[config.mk]
export PLATFORM = sky130hd
export DESIGN_NAME = bp_cce_ucode_loader
export DESIGN_NICKNAME = d
export VERILOG_FILES = /design/src/rtl/bp_cce_ucode_loader.sv
export SDC_FILE = /design/constraint.sdc
export NUM_CORES = 1
export LEC_CHECK = 0
export BUFFER_PORTS_ARGS = -buffer_cell sky130_fd_sc_hd__buf_4
export CAP_MARGIN = 20
export CORE_MARGIN = 2
export CORE_UTILIZATION = 48
export CTS_CLUSTER_SIZE = 25
export DETAILED_ROUTE_END_ITERATION = 7
export PLACE_DENSITY = 0.76
export SKIP_LAST_GASP = 1
export SLEW_MARGIN = 20
export SYNTH_ARGS = -nofsm -noshare
export SYNTH_HDL_FRONTEND = slang
export SYNTH_SLANG_ARGS = --single-unit
[constraint.sdc]
create_clock -name clk_i -period 2.05 [get_ports clk_i]
set_input_delay 0.3075 -clock clk_i [delete_from_list [all_inputs] [get_ports clk_i]]
set_output_delay 0.3075 -clock clk_i [all_outputs]
set_load 0.005 [all_outputs]
[src/rtl/bp_cce_ucode_loader.sv]
// CCE microcode loader: streams N instructions into the CCE instruction RAM and
// optionally reads them back, comparing XOR checksums of written and read data.
module bp_cce_ucode_loader #(
    parameter int cce_pc_width_p    = 8,
    parameter int cce_instr_width_p = 48,
    parameter int verify_p          = 1
) (
    input  logic                         clk_i,
    input  logic                         reset_i,
    input  logic                         start_i,
    input  logic [cce_pc_width_p:0]      num_instr_i,
    input  logic [cce_instr_width_p-1:0] instr_data_i,
    input  logic                         instr_v_i,
    output logic                         instr_ready_o,
    output logic                         ucode_v_o,
    output logic                         ucode_w_o,
    output logic [cce_pc_width_p-1:0]    ucode_addr_o,
    output logic [cce_instr_width_p-1:0] ucode_data_o,
    input  logic [cce_instr_width_p-1:0] ucode_data_i,
    output logic                         busy_o,
    output logic                         done_o,
    output logic                         error_o
);
    // state | meaning
    // IDLE  | waiting for start_i after reset
    // WRITE | one RAM write per stream handshake
    // READ  | one readback per cycle, folding returned data into rd_csum
    // DRAIN | fold the last read word and resolve error
    // DONE  | load complete, error_o valid, start_i restarts
    typedef enum logic [2:0] {
        S_IDLE  = 3'd0,
        S_WRITE = 3'd1,
        S_READ  = 3'd2,
        S_DRAIN = 3'd3,
        S_DONE  = 3'd4
    } state_e;

    localparam logic [cce_pc_width_p:0] one_lp = 1;

    state_e                         state_r, state_n;
    logic [cce_pc_width_p:0]        cnt_r, num_r, num_m1;
    logic [cce_instr_width_p-1:0]   wr_csum_r, rd_csum_r;
    logic                           rd_pend_r, error_r;
    logic                           last_w;

    // Full-width compare so N = 2^cce_pc_width_p ends at the top address without wrapping.
    assign num_m1 = num_r - one_lp;
    assign last_w = (cnt_r == num_m1);

    always_ff @(posedge clk_i) begin
        if (!reset_i) state_r <= S_IDLE;
        else          state_r <= state_n;
    end

    always_comb begin
        state_n = state_r;
        case (state_r)
            S_IDLE, S_DONE: if (start_i) state_n = (num_instr_i == '0) ? S_DONE : S_WRITE;
            S_WRITE:        if (instr_v_i && last_w) state_n = (verify_p != 0) ? S_READ : S_DONE;
            S_READ:         if (last_w) state_n = S_DRAIN;
            S_DRAIN:        state_n = S_DONE;
            default:        state_n = S_IDLE;
        endcase
    end

    always_ff @(posedge clk_i) begin
        if (!reset_i) begin
            cnt_r     <= '0;
            num_r     <= '0;
            wr_csum_r <= '0;
            rd_csum_r <= '0;
            rd_pend_r <= 1'b0;
            error_r   <= 1'b0;
        end else begin
            rd_pend_r <= (state_r == S_READ);
            case (state_r)
                S_IDLE, S_DONE: begin
                    if (start_i) begin
                        num_r     <= num_instr_i;
                        cnt_r     <= '0;
                        wr_csum_r <= '0;
                        rd_csum_r <= '0;
                        error_r   <= 1'b0;
                    end
                end
                S_WRITE: begin
                    if (instr_v_i) begin
                        wr_csum_r <= wr_csum_r ^ instr_data_i;
                        cnt_r     <= last_w ? '0 : cnt_r + one_lp;
                    end
                end
                S_READ: begin
                    cnt_r <= cnt_r + one_lp;
                    if (rd_pend_r) rd_csum_r <= rd_csum_r ^ ucode_data_i;
                end
                S_DRAIN: begin
                    rd_csum_r <= rd_csum_r ^ ucode_data_i;
                    error_r   <= (wr_csum_r != (rd_csum_r ^ ucode_data_i));
                end
                default: ;
            endcase
        end
    end

    always_comb begin
        instr_ready_o = 1'b0;
        ucode_v_o     = 1'b0;
        ucode_w_o     = 1'b0;
        ucode_addr_o  = '0;
        ucode_data_o  = '0;
        busy_o        = 1'b0;
        done_o        = 1'b0;
        case (state_r)
            S_WRITE: begin
                instr_ready_o = 1'b1;
                ucode_v_o     = instr_v_i;
                ucode_w_o     = 1'b1;
                ucode_addr_o  = cnt_r[cce_pc_width_p-1:0];
                ucode_data_o  = instr_data_i;
                busy_o        = 1'b1;
            end
            S_READ: begin
                ucode_v_o    = 1'b1;
                ucode_addr_o = cnt_r[cce_pc_width_p-1:0];
                busy_o       = 1'b1;
            end
            S_DRAIN: busy_o = 1'b1;
            S_DONE:  done_o = 1'b1;
            default: ;
        endcase
    end

    assign error_o = error_r;

endmodule

Yosys cells after proc, flatten, opt, wreduce, memory -nomap -nowiden
Cells that the tools add are included.

cells by class
  bitwise logic cells = 2
  add/sub/neg operators = 2
  reductions and logical operators = 16
  equality and inequality tests = 11
  multiplexer cells = 22

operators by type and width
  operator               count
  $mux W48               4
  $pmux W48 S3           1
  $pmux W48 S2           1
  $xor A48 B48 Y48       2
  $ne A48 B48 Y1         1
  $mux W9                3
  $pmux W9 S3            1
  $mux W3                4
  $pmux W3 S4            1
  $reduce_and A3 Y1      4
  $ne A2 B2 Y1 const B   5
  $add A9 B1 Y9 const B  1
  $eq A9 B9 Y1           1
  $logic_not A9 Y1       1
  $sub A9 B1 Y9 const B  1
  $mux W8                1
  $eq A3 B2 Y1 const B   2
  $reduce_bool A3 Y1     2
  $mux W1                4
  $pmux W1 S2            2
  $reduce_and A2 Y1      2
  $reduce_bool A2 Y1     2
  $reduce_or A2 Y1       2
  $eq A3 B1 Y1 const B   1
  4 further kinds        4

storage, ports and cells
  word-level logic and storage cells = 60
  flip-flop bits (word level) = 119
  input port bits = 109
  output and inout bits = 62

Logic depth before layout (Yosys ltp)
Gate-level depths: netlist of the first run.

  depth in word-level cells = 5
  depth in mapped cells = 11
  mapped depth without buffers = 8

Worst setup path before layout of the first run
No wires, ideal clock.

  kind = register -> register
  from = register num_r[0]
  to = register state_r[1]
  arrival = 1.946 ns
  stages on the path, launching flop included = 11
  required time = 1.964 ns
  clock period less this slack = 2.032 ns
  setup slack = 0.018 ns
  path through = dfxtp_1 > buf_2 > inv_1 > ha_1 > buf_2 > o21bai_1 > a2111oi_0 > a311oi_1 > a211oi_1 > nand2b_1 > a211oi_1

between the ends
  word-level cells in the longest chain between the ends = 5

ends and longest elaborated chain
  item                                    line  source
  start: declaration                      41    logic [cce_pc_width_p:0] cnt_r, num_r, num_m1;
  start signal: assignment                79    num_r <= num_instr_i;
  $sub A9 B1 Y9 (*)                       47    assign num_m1 = num_r - one_lp;
  $eq A9 B9 Y1 (*)                        48    assign last_w = (cnt_r == num_m1);
  $logic_and A1 B1 Y1                     59    S_WRITE: if (instr_v_i && last_w) state_n = (verify_p != 0) ? S_READ : S_DONE;
  $ne A2 B2 Y1 (no source line)           -
  $reduce_and A3 Y1 (no source line) (*)  -
  end signal: assignment                  52    else state_r <= state_n;
  end: declaration                        40    state_e state_r, state_n;

Mark *: on every way between the ends. The rest lies on a longest branch, timed or not.
A chain may end at the register's enable or synchronous reset.

Final worst setup path of the first run
  from = register state_r[2]
  to = output ucode_data_o[27]

between the ends
  word-level cells in the longest chain between the ends = 2

ends and longest elaborated chain
  item              line  source
  $eq A3 B1 Y1      113   case (state_r)
  $mux W48          113
  end: declaration  18    output logic [cce_instr_width_p-1:0] ucode_data_o,

Every way passes these cells.

==> flow_metrics.py, run 1 <==
metrics = {
    "outcome": {
        "status": "complete, no violations",
    },
    "floorplanning": {
        "die-width_um": 121,
        "core_region_area_um2": 13300,
        "fp.dieH_um": 121,
        "dieArea_um2": 14700,
        "initial_utilization_pct": 49.5,
        "floorplan.io_pins": 171,
        "num_rows": 42,
    },
    "sta": {
        "timing.final.hold_violations": 0,
        "post-route-period-util_pct": 99.5,
        "fin_tns_setup_ns": 0,
        "max_slew.worst_pin.slew_ns": 1.06,
        "maxSlewViolCount": 0,
        "final.min_clock_period_ns": 2.04,
        "timing.fmax_ghz": 0.490,
        "setup_repair_after_global_routing_missed_its_margin": "true",
        "slew_headroom_pct": 28.9,
        "setup_viol": 0,
        "skew_ns": 0.0101,
        "postLayoutSetupSlackWorst_ns": 0.0103,
    },
    "pwr": {
        "max-vdd-ir-drop_v": 0.000706,
        "power_leakage_nw": 3.76,
        "power-per-cell-area_nw_per_um2": 1040,
    },
    "route": {
        "dr.pass1.iters": 5,
        "route.final.wire_length_um": 19100,
        "drt_first_iter_violations": 411,
        "remaining_drc_errors": 0,
        "wire_per_inst_um": 16.2,
        "detail_route.vias_per_cell": 5.29,
        "antenna_left": 0,
        "routed-via-count": 6260,
    },
    "cts": {
        "clkLatencyLatePin_ns": 0.42,
        "cts_buffers": 17,
        "clkSlewWorstSetupHoldPaths_ns": 0.06,
        "cts_num_sinks": 119,
        "cts_tree": "built",
        "htree_levels": 4,
        "clockBufferDepth": 2,
        "cts_root_buffer": "clkbuf_16",
    },
    "setup_path": {
        "timing.critical_path.arrival_ns": 1.73,
        "cp.required_ns": 1.74,
        "critPathKind": "flip-flop to output pin",
        "r2r_slack_ns": 0.01,
        "path_max_fanout": 7,
        "reg2reg_depth": 8,
        "endpoint_kind": "output pin",
        "critical_path.startpoint_type": "flip-flop",
    },
    "synthesis": {
        "synth_area_per_cell_um2": 8.05,
        "synth_flop_cell": "dfxtp_1",
        "yosys-top-cells-count": "dfxtp_1, nor2_1, xor2_1",
        "async_s_r_ff_share_synth_pct": 0,
        "post_synth_instance_area_um2": 6600,
        "yosysUniqueCellTypes": 50,
        "cell_types_with_the_largest_area_share_after_synthesis": "dfxtp_1, xor2_1, xnor2_1",
        "synth-seq-cells": 119,
        "number_of_flops_mapped_to_enable_cells_by_yosys": 0,
        "synth_warnings": 0,
        "synth-seq-area-share_pct": 36.1,
        "synthMostInstantiatedCell": "dfxtp_1",
        "synth_largest_type_area_fraction_pct": 36.1,
        "synth_cells": 820,
        "synth_nets": 931,
        "synth_top_area_cell": "dfxtp_1",
    },
    "final_layout": {
        "drive_above_1_share_pct": 27.7,
        "num-fill-cells": 1109,
        "final_nets": 1105,
        "synthToLayoutAreaGrowth_pct": 36.9,
        "antenna_cells_inserted": 0,
    },
    "hold_path": {
        "holdCritPathClass": "input pin to flip-flop",
        "holdPathStages": 3,
    },
    "global_route": {
        "grt_start_max_net_pins": 49,
        "global_route_total_overflow": 0,
        "grt_pass1_vias": 6104,
        "grt.total_usage_pct": 25.5,
        "grt_first_pass_wirelength_um": 29600,
        "grt_antenna_before_repair": 0,
    },
    "place": {
        "place_worst_setup_slack_ns": 0.0413,
        "place_hpwl_um": 12500,
        "placement.io_buffers": 170,
        "gp_congestion": 0.898,
    },
    "flow_run": {
        "drv.max_cap_violation_count": 0,
    },
}
[area by class of cell]
class,count,area (um2),share of cell area (%)
inverter,9,33.8,0.374
clock buffer,19,443,4.90
timing repair buffer,201,1630,18.0
clock inverter,13,218,2.41
multi-input combinational,646,4110,45.5
tap,176,220,2.44
sequential,119,2390,26.4
[per-stage QoR]
stage / power, mW / hold WS, ns / instances / instance area, um2 / util [%]
detailed placement: 5.64 / 0.486 / 1140 / 8130 / 60.9
global route: 9.85 / 0.157 / 1183 / 9040 / 67.7
finish: 9.42 / 0.144 / 1183 / 9040 / 67.7
floorplan: 4.46 / 0.424 / 820 / 6600 / -
global placement: 5.60 / 0.476 / 1140 / 8130 / 60.9
CTS: 9.02 / 0.146 / 1172 / 8810 / 66.0
[state kept, by name, summed over array words and instances (netlist names)]
| name | cells |
|---|---|
| rd_pend_r | 1 |
| cnt_r | 9 |
| wr_csum_r | 48 |
| state_r | 3 |
| error_o | 1 |
| rd_csum_r | 48 |
| num_r | 9 |
[worst max-delay path, stage by stage (launching register included)]
cell,delay [ns]
dfxtp_2,0.32
buf_6,0.12
nor3b_4,0.25
buf_6,0.19
buf_6,0.16
and2_1,0.16
buf_4,0.11
[what timing repair did]
action	4_1_cts	5_1_grt
pin swaps	1	7
resized for setup	6	29
setup buffers	0	8
gates cloned	0	3
hold buffers	0	0
setup endpoints to repair	60	101
[cell usage in the layout (no fill, tap or decap), drive strengths merged]
master / count
a221o: 1
dfxtp: 119
a21o: 1
clkbuf: 21
clkinv: 3
a211oi: 4
nand2: 81
buf: 199
mux2i: 1
a41o: 1
o21ai: 53
a22oi: 1
nor3b: 1
nand4: 8
xor2: 83
inv: 12
a311oi: 2
and3: 2
a32o: 1
o22ai: 1
nor3: 5
nand3b: 50
nand2b: 6
nor4: 10
and2: 57
o21bai: 1
bufinv: 5
mux2: 1
a31oi: 1
nor2b: 2
ha: 2
clkinvlp: 2
xnor2: 76
a21oi: 63
nor2: 118
a2111oi: 1
xnor3: 1
nand3: 9
o2111ai: 2
[kinds of logic (layout without fill, tap and decap cells)]
family / count (synthesis) / after routing / synth area share [%]
adder cells (fa/ha/maj): 2 / 2 / 0.379
AND/OR/NAND/NOR: 349 / 349 / 27.1
flip-flops: 119 / 119 / 36.1
AO/OA/AOI/OAI: 133 / 133 / 11.2
XOR/XNOR: 160 / 160 / 21.4
buffers and inverters: 55 / 242 / 3.51
multiplexers: 2 / 2 / 0.322
[power breakdown]
group	internal, mW	switching (mW)	leakage (nW)
registers	2.54	0.250	0.968
logic	1.66	1.60	2.48
clock network	2.21	1.16	0.315
total	6.41	3.01	3.76
[per-layer routing]
metal  wire length, um  track usage [%]  vias to the layer above
li1                  -                -                     3042
met1              8150             30.1                     2975
met2              9510             44.3                      213
met3              1110             5.64                       30
met4               352             10.8                        0
met5                 0                0                        -
[path summary, 6_finish.rpt]
path | startpoint | end
max | state_r[2] | ucode_data_o[27]
min | num_instr_i[0] | num_r[0]
max reg2reg | num_r[0] | state_r[1]
min reg2reg | rd_csum_r[45] | rd_csum_r[45]
No activity file was read; power rests on OpenSTA's default activity.
==> inputs of run 2 (changes only) <==
--- a/config.mk
+++ b/config.mk
@@ -7,6 +7,7 @@
 export LEC_CHECK = 0
 export BUFFER_PORTS_ARGS = -buffer_cell sky130_fd_sc_hd__buf_4
 export CAP_MARGIN = 20
+export CORE_ASPECT_RATIO = 0.8
 export CORE_MARGIN = 2
 export CORE_UTILIZATION = 48
 export CTS_CLUSTER_SIZE = 25
==> run 2 against run 1 <==
  * Clock skew down 0.0023 ns
  * Setup slack worse by 0.0016 ns
  * Total power down 8.4%
  * Critical endpoint is now cnt_r[6]
  * Largest cell class unchanged
  * Largest power group is now combinational cells
==> flow_metrics.py, run 2 (same netlist as run 1, synthesis figures left out) <==
metrics = {
    "global_route": {
        "grt_antenna_before_repair": 0,
        "grt_first_pass_wirelength_um": 28700,
        "grt_pass1_vias": 5637,
        "global_route_total_overflow": 0,
        "grt_start_max_net_pins": 61,
        "grt.total_usage_pct": 24.9,
    },
    "floorplanning": {
        "core_region_area_um2": 13500,
        "floorplan.io_pins": 171,
        "fp.dieH_um": 109,
        "dieArea_um2": 14700,
        "num_rows": 38,
        "initial_utilization_pct": 48.9,
        "die-width_um": 135,
    },
    "route": {
        "route.final.wire_length_um": 18700,
        "routed-via-count": 6210,
        "detail_route.vias_per_cell": 5.25,
        "antenna_left": 0,
        "remaining_drc_errors": 0,
        "dr.pass1.iters": 5,
        "wire_per_inst_um": 15.8,
        "drt_first_iter_violations": 473,
    },
    "setup_path": {
        "endpoint": "cnt_r[6]",
        "endpoint_kind": "flip-flop",
        "critPathLaunch": "num_r[5]",
        "cpMaxStageDelayCell": "nor4_4",
        "path_max_fanout": 9,
        "timing.critical_path.arrival_ns": 2.39,
        "crit_chain": "nor4_4, a2111oi_2, a311oi_1, buf_4, nand3_1, a41o_4, nor2_2",
        "cp.required_ns": 2.40,
        "worst_path_largest_cell_delay_ns": 0.44,
        "critical_path.startpoint_type": "flip-flop",
        "reg2reg_depth": 7,
        "critPathKind": "flip-flop to flip-flop",
        "r2r_slack_ns": 0.009,
        "worst_r2r_endpoint": "cnt_r[6]",
        "r2r_start": "num_r[5]",
    },
    "cts": {
        "cts_buffers": 17,
        "htree_levels": 4,
        "clkLatencyLatePin_ns": 0.41,
        "clkSlewWorstSetupHoldPaths_ns": 0.05,
        "cts_root_buffer": "clkbuf_16",
        "cts_num_sinks": 119,
        "cts_tree": "built",
        "clockBufferDepth": 2,
    },
    "final_layout": {
        "mostFrequentLayoutCells": "buf_4, dfxtp_1, nor2_1, xor2_1, nand2_1",
        "final_standard_cell_utilization_of_the_core_pct": 65.1,
        "multi_input_comb_area_um2": 4050,
        "reg_top3": "rd_csum_r (48), wr_csum_r (48)",
        "num-fill-cells": 1152,
        "final_nets": 1104,
        "antenna_cells_inserted": 0,
        "area.sequential_um2": 2380,
        "mostFrequentLayoutCell": "buf_4",
        "drive_above_1_share_pct": 25.3,
        "synthToLayoutAreaGrowth_pct": 33.1,
    },
    "sta": {
        "skew_ns": 0.00777,
        "max_slew.worst_pin.slew_ns": 1.10,
        "post-route-period-util_pct": 99.6,
        "slew_headroom_pct": 26.6,
        "maxSlewViolCount": 0,
        "setup_repair_after_global_routing_missed_its_margin": "true",
        "final.min_clock_period_ns": 2.04,
        "holdWs_ns": 0.149,
        "setup_viol": 0,
        "timing.fmax_ghz": 0.490,
        "timing.final.hold_violations": 0,
    },
    "pwr": {
        "power-per-cell-area_nw_per_um2": 983,
        "design_power_total_mw": 8.63,
        "power_leakage_nw": 3.66,
        "max-vdd-ir-drop_v": 0.000655,
    },
    "outcome": {
        "status": "complete, no violations",
    },
    "flow_run": {
        "drv.max_cap_violation_count": 0,
    },
    "place": {
        "place_hpwl_um": 12700,
        "gp_congestion": 0.865,
        "placement.io_buffers": 170,
    },
    "hold_path": {
        "holdCritPathClass": "input pin to flip-flop",
        "holdCritStartpoint": "num_instr_i[3]",
    },
}
==> run 2: cell count changes in the layout (fill, tap and decap cells not counted), moves of 4 or more <==
cell       before  now
bufinv_16       5    1
clkinv_2        0    4
clkbuf_1        1    5
and2_1         47   57
and2_4         10    0
==> run 2: layout make-up <==
type / count / share of cell area [%]
Timing Repair Buffer: 199 / 17.9
Multi-Input combinational cell: 647 / 46.1
Inverter: 9 / 0.384
Tap cell: 180 / 2.56
Clock buffer: 24 / 5.37
Clock inverter: 5 / 0.570
Sequential cell: 119 / 27.1
==> run 2: layer usage <==
layer  vias up  wire length (um)  part of all wire (%)  track usage (%)
met5         -                 0                     0                0
met4         0               243                   1.3             6.40
met3        25              1560                   8.3             6.18
met2       254              7960                    43             37.1
met1      2880              8940                    48             36.1
li1       3051                 -                     -                -
==> run 2: critical path, delay by kind of cell, from the launching register on <==
family / cells / cell delay [ns]
AND/OR/NAND/NOR: 3 / 0.65
AO/OA/AOI/OAI: 3 / 0.79
buffers and inverters: 1 / 0.18
flip-flops: 1 / 0.35
==> run 2: what timing repair did <==
action | CTS | global route
gates cloned | 0 | 2
hold buffers | 0 | 0
pin swaps | 1 | 3
resized for setup | 3 | 14
setup buffers | 1 | 5
setup endpoints to repair | 44 | 125
==> run 2: where the power goes <==
part | total [mW] | leakage, nW | internal [mW] | switching, mW
logic | 3.21 | 2.43 | 1.56 | 1.65
clock network | 2.68 | 0.260 | 1.70 | 0.979
registers | 2.75 | 0.966 | 2.54 | 0.209
total | 8.63 | 3.66 | 5.80 | 2.83
==> run 2: how the worst min path moves through the flow <==
stage | end | slack, ns | cells past startpoint
after floorplan | error_o | 0.42 | 2
after global placement | num_r[8] | 0.46 | 2
after detailed placement | num_r[8] | 0.46 | 2
after CTS | num_r[3] | 0.14 | 3
after global routing | num_r[3] | 0.14 | 3
final | num_r[3] | 0.15 | 3
==> run 2: metrics by stage <==
step                std cells  cell area, um2  setup WS [ns]  setup TNS [ns]
floorplan                 820            6600         0.0183               0
global placement         1146            8130         0.0539               0
detailed placement       1146            8130        -0.0498          -0.336
CTS                      1176            8660        -0.0491          -0.869
global route             1183            8790        -0.0620          -0.584
finish                   1183            8790        0.00875               0
==> inputs of run 3 (changes only) <==
--- a/config.mk
+++ b/config.mk
@@ -7,12 +7,15 @@
 export LEC_CHECK = 0
 export BUFFER_PORTS_ARGS = -buffer_cell sky130_fd_sc_hd__buf_4
 export CAP_MARGIN = 20
+export CELL_PAD_IN_SITES_DETAIL_PLACEMENT = 0
+export CELL_PAD_IN_SITES_GLOBAL_PLACEMENT = 1
 export CORE_ASPECT_RATIO = 0.8
 export CORE_MARGIN = 2
-export CORE_UTILIZATION = 48
+export CORE_UTILIZATION = 35
 export CTS_CLUSTER_SIZE = 25
 export DETAILED_ROUTE_END_ITERATION = 7
-export PLACE_DENSITY = 0.76
+export PLACE_DENSITY_LB_ADDON = 0.1
+export RECOVER_POWER = 100
 export SKIP_LAST_GASP = 1
 export SLEW_MARGIN = 20
 export SYNTH_ARGS = -nofsm -noshare
==> run 3 against run 2 <==
  * Critical path depth is 1 lower
  * Register-to-register slack gained 0.11 ns
  * Sequential power hardly changed
  * Critical endpoint is now ucode_data_o[3]
  * Wire length up 3.7%
  * Combinational power grew 5%
  * Clock power down 4%
  * Global-route usage is 5.6 points lower
==> flow_metrics.py, run 3 (same netlist as run 1, synthesis figures left out) <==
metrics = {
    "sta": {
        "maxSlewViolCount": 0,
        "setup_viol": 0,
        "fin_tns_setup_ns": 0,
        "timing.fmax_ghz": 0.491,
        "post-route-period-util_pct": 99.4,
        "final.min_clock_period_ns": 2.04,
        "timing.final.hold_violations": 0,
        "max_slew.worst_pin.slew_ns": 0.597,
        "setup_repair_after_global_routing_missed_its_margin": "true",
        "postLayoutSetupSlackWorst_ns": 0.0131,
        "slew_headroom_pct": 60.2,
        "skew_ns": 0.00638,
        "holdWs_ns": 0.152,
    },
    "route": {
        "wire_per_inst_um": 15.4,
        "routed-via-count": 5913,
        "remaining_drc_errors": 0,
        "detail_route.vias_per_cell": 4.69,
        "drt_first_iter_violations": 354,
        "antenna_left": 0,
        "dr.pass1.iters": 4,
        "route.final.wire_length_um": 19400,
    },
    "global_route": {
        "grt_pass1_vias": 5572,
        "grt.total_usage_pct": 19.3,
        "grt_first_pass_wirelength_um": 29800,
        "global_route_total_overflow": 0,
        "grt_antenna_before_repair": 0,
        "grt_start_max_net_pins": 49,
    },
    "cts": {
        "cts_tree": "built",
        "clkSlewWorstSetupHoldPaths_ns": 0.05,
        "clockBufferDepth": 2,
        "hold_buffers": 0,
        "clkLatencyLatePin_ns": 0.41,
        "cts_buffers": 17,
        "cts_num_sinks": 119,
        "htree_levels": 4,
        "cts_root_buffer": "clkbuf_16",
    },
    "setup_path": {
        "timing.critical_path.arrival_ns": 1.73,
        "critical_path.startpoint_type": "flip-flop",
        "path_max_fanout": 14,
        "r2r_slack_ns": 0.12,
        "cp.required_ns": 1.74,
        "critPathKind": "flip-flop to output pin",
        "reg2reg_depth": 9,
        "endpoint_kind": "output pin",
    },
    "final_layout": {
        "final_nets": 1111,
        "synthToLayoutAreaGrowth_pct": 36.4,
        "num-fill-cells": 1807,
        "final_cells": 1262,
        "design_area_um2": 9010,
        "drive_above_1_share_pct": 26.3,
        "mostFrequentLayoutCells": "buf_4, dfxtp_1, nor2_1, xor2_1, nand2_1",
        "final_standard_cell_utilization_of_the_core_pct": 49.1,
        "reg_top3": "rd_csum_r (48), wr_csum_r (48)",
        "mostFrequentLayoutCell": "buf_4",
        "antenna_cells_inserted": 0,
    },
    "floorplanning": {
        "floorplan.io_pins": 171,
        "dieArea_um2": 20000,
        "core_region_area_um2": 18300,
        "num_rows": 44,
        "fp.dieH_um": 127,
        "initial_utilization_pct": 36.0,
        "die-width_um": 158,
    },
    "place": {
        "gp_congestion": 0.755,
        "place_worst_setup_slack_ns": -0.0222,
        "placed_area_um2": 8260,
        "placement.io_buffers": 170,
        "placed_cells": 1223,
        "place_hpwl_um": 13300,
    },
    "pwr": {
        "power-per-cell-area_nw_per_um2": 965,
        "power_leakage_nw": 3.72,
        "design_power_total_mw": 8.70,
        "max-vdd-ir-drop_v": 0.000500,
    },
    "hold_path": {
        "holdCritPathClass": "input pin to flip-flop",
        "holdPathStages": 3,
    },
    "flow_run": {
        "drv.max_cap_violation_count": 0,
    },
    "outcome": {
        "status": "complete, no violations",
    },
}
[run 3: cell types whose count changed in the layout (fill, tap and decap cells not counted), moves of 2 or more]
cell and change:
buf_16 +2, nor2_2 -2, and2_4 +6, buf_4 -5, buf_6 +8, and2_1 -6
[run 3: critical path, cell delays in order (launching register included)]
cell and delay (ns):
dfxtp_4 0.35, buf_6 0.12, nor3b_4 0.21, buf_6 0.22, buf_12 0.16, and2_1 0.14
buf_4 0.10
[run 3: timing repair]
| item | CTS | global route |
|---|---|---|
| setup endpoints to repair | 58 | 50 |
| cloned | 1 | 2 |
| resized for setup | 10 | 22 |
| buffers inserted | 4 | 3 |
| endpoints found under the hold margin | 0 | 0 |
| pin swaps | 0 | 9 |
[run 3: power breakdown]
group	total, mW	switching [mW]	internal (mW)
clock network	2.57	0.999	1.57
logic	3.37	1.66	1.70
registers	2.76	0.223	2.54
total	8.70	2.89	5.81
[run 3: layer usage]
layer	global-route usage (%)	routed length, um	vias to the layer above	share of wire (%)
met1	28.6	10000	2692	52
met5	0	0	-	0
met2	28.2	8140	152	42
met4	3.90	102	0	0.53
li1	-	-	3062	-
met3	4.95	1140	7	5.9
[run 3: area by class of cell]
cell class                      count  area, um2  share of cell area, %
Clock inverter                      5       27.5                  0.306
Tap cell                          253        317                   3.51
Multi-Input combinational cell    646       4070                   45.2
Timing Repair Buffer              207       1710                   18.9
Sequential cell                   119       2390                   26.5
Clock buffer                       23        468                   5.19
Inverter                            9       33.8                  0.375
[run 3: path summary, 6_finish.rpt]
| check | from | to |
|---|---|---|
| min | num_instr_i[8] | num_r[8] |
| max | state_r[1] | ucode_data_o[3] |
| max reg2reg | num_r[0] | state_r[1] |
| min reg2reg | num_r[8] | num_r[8] |
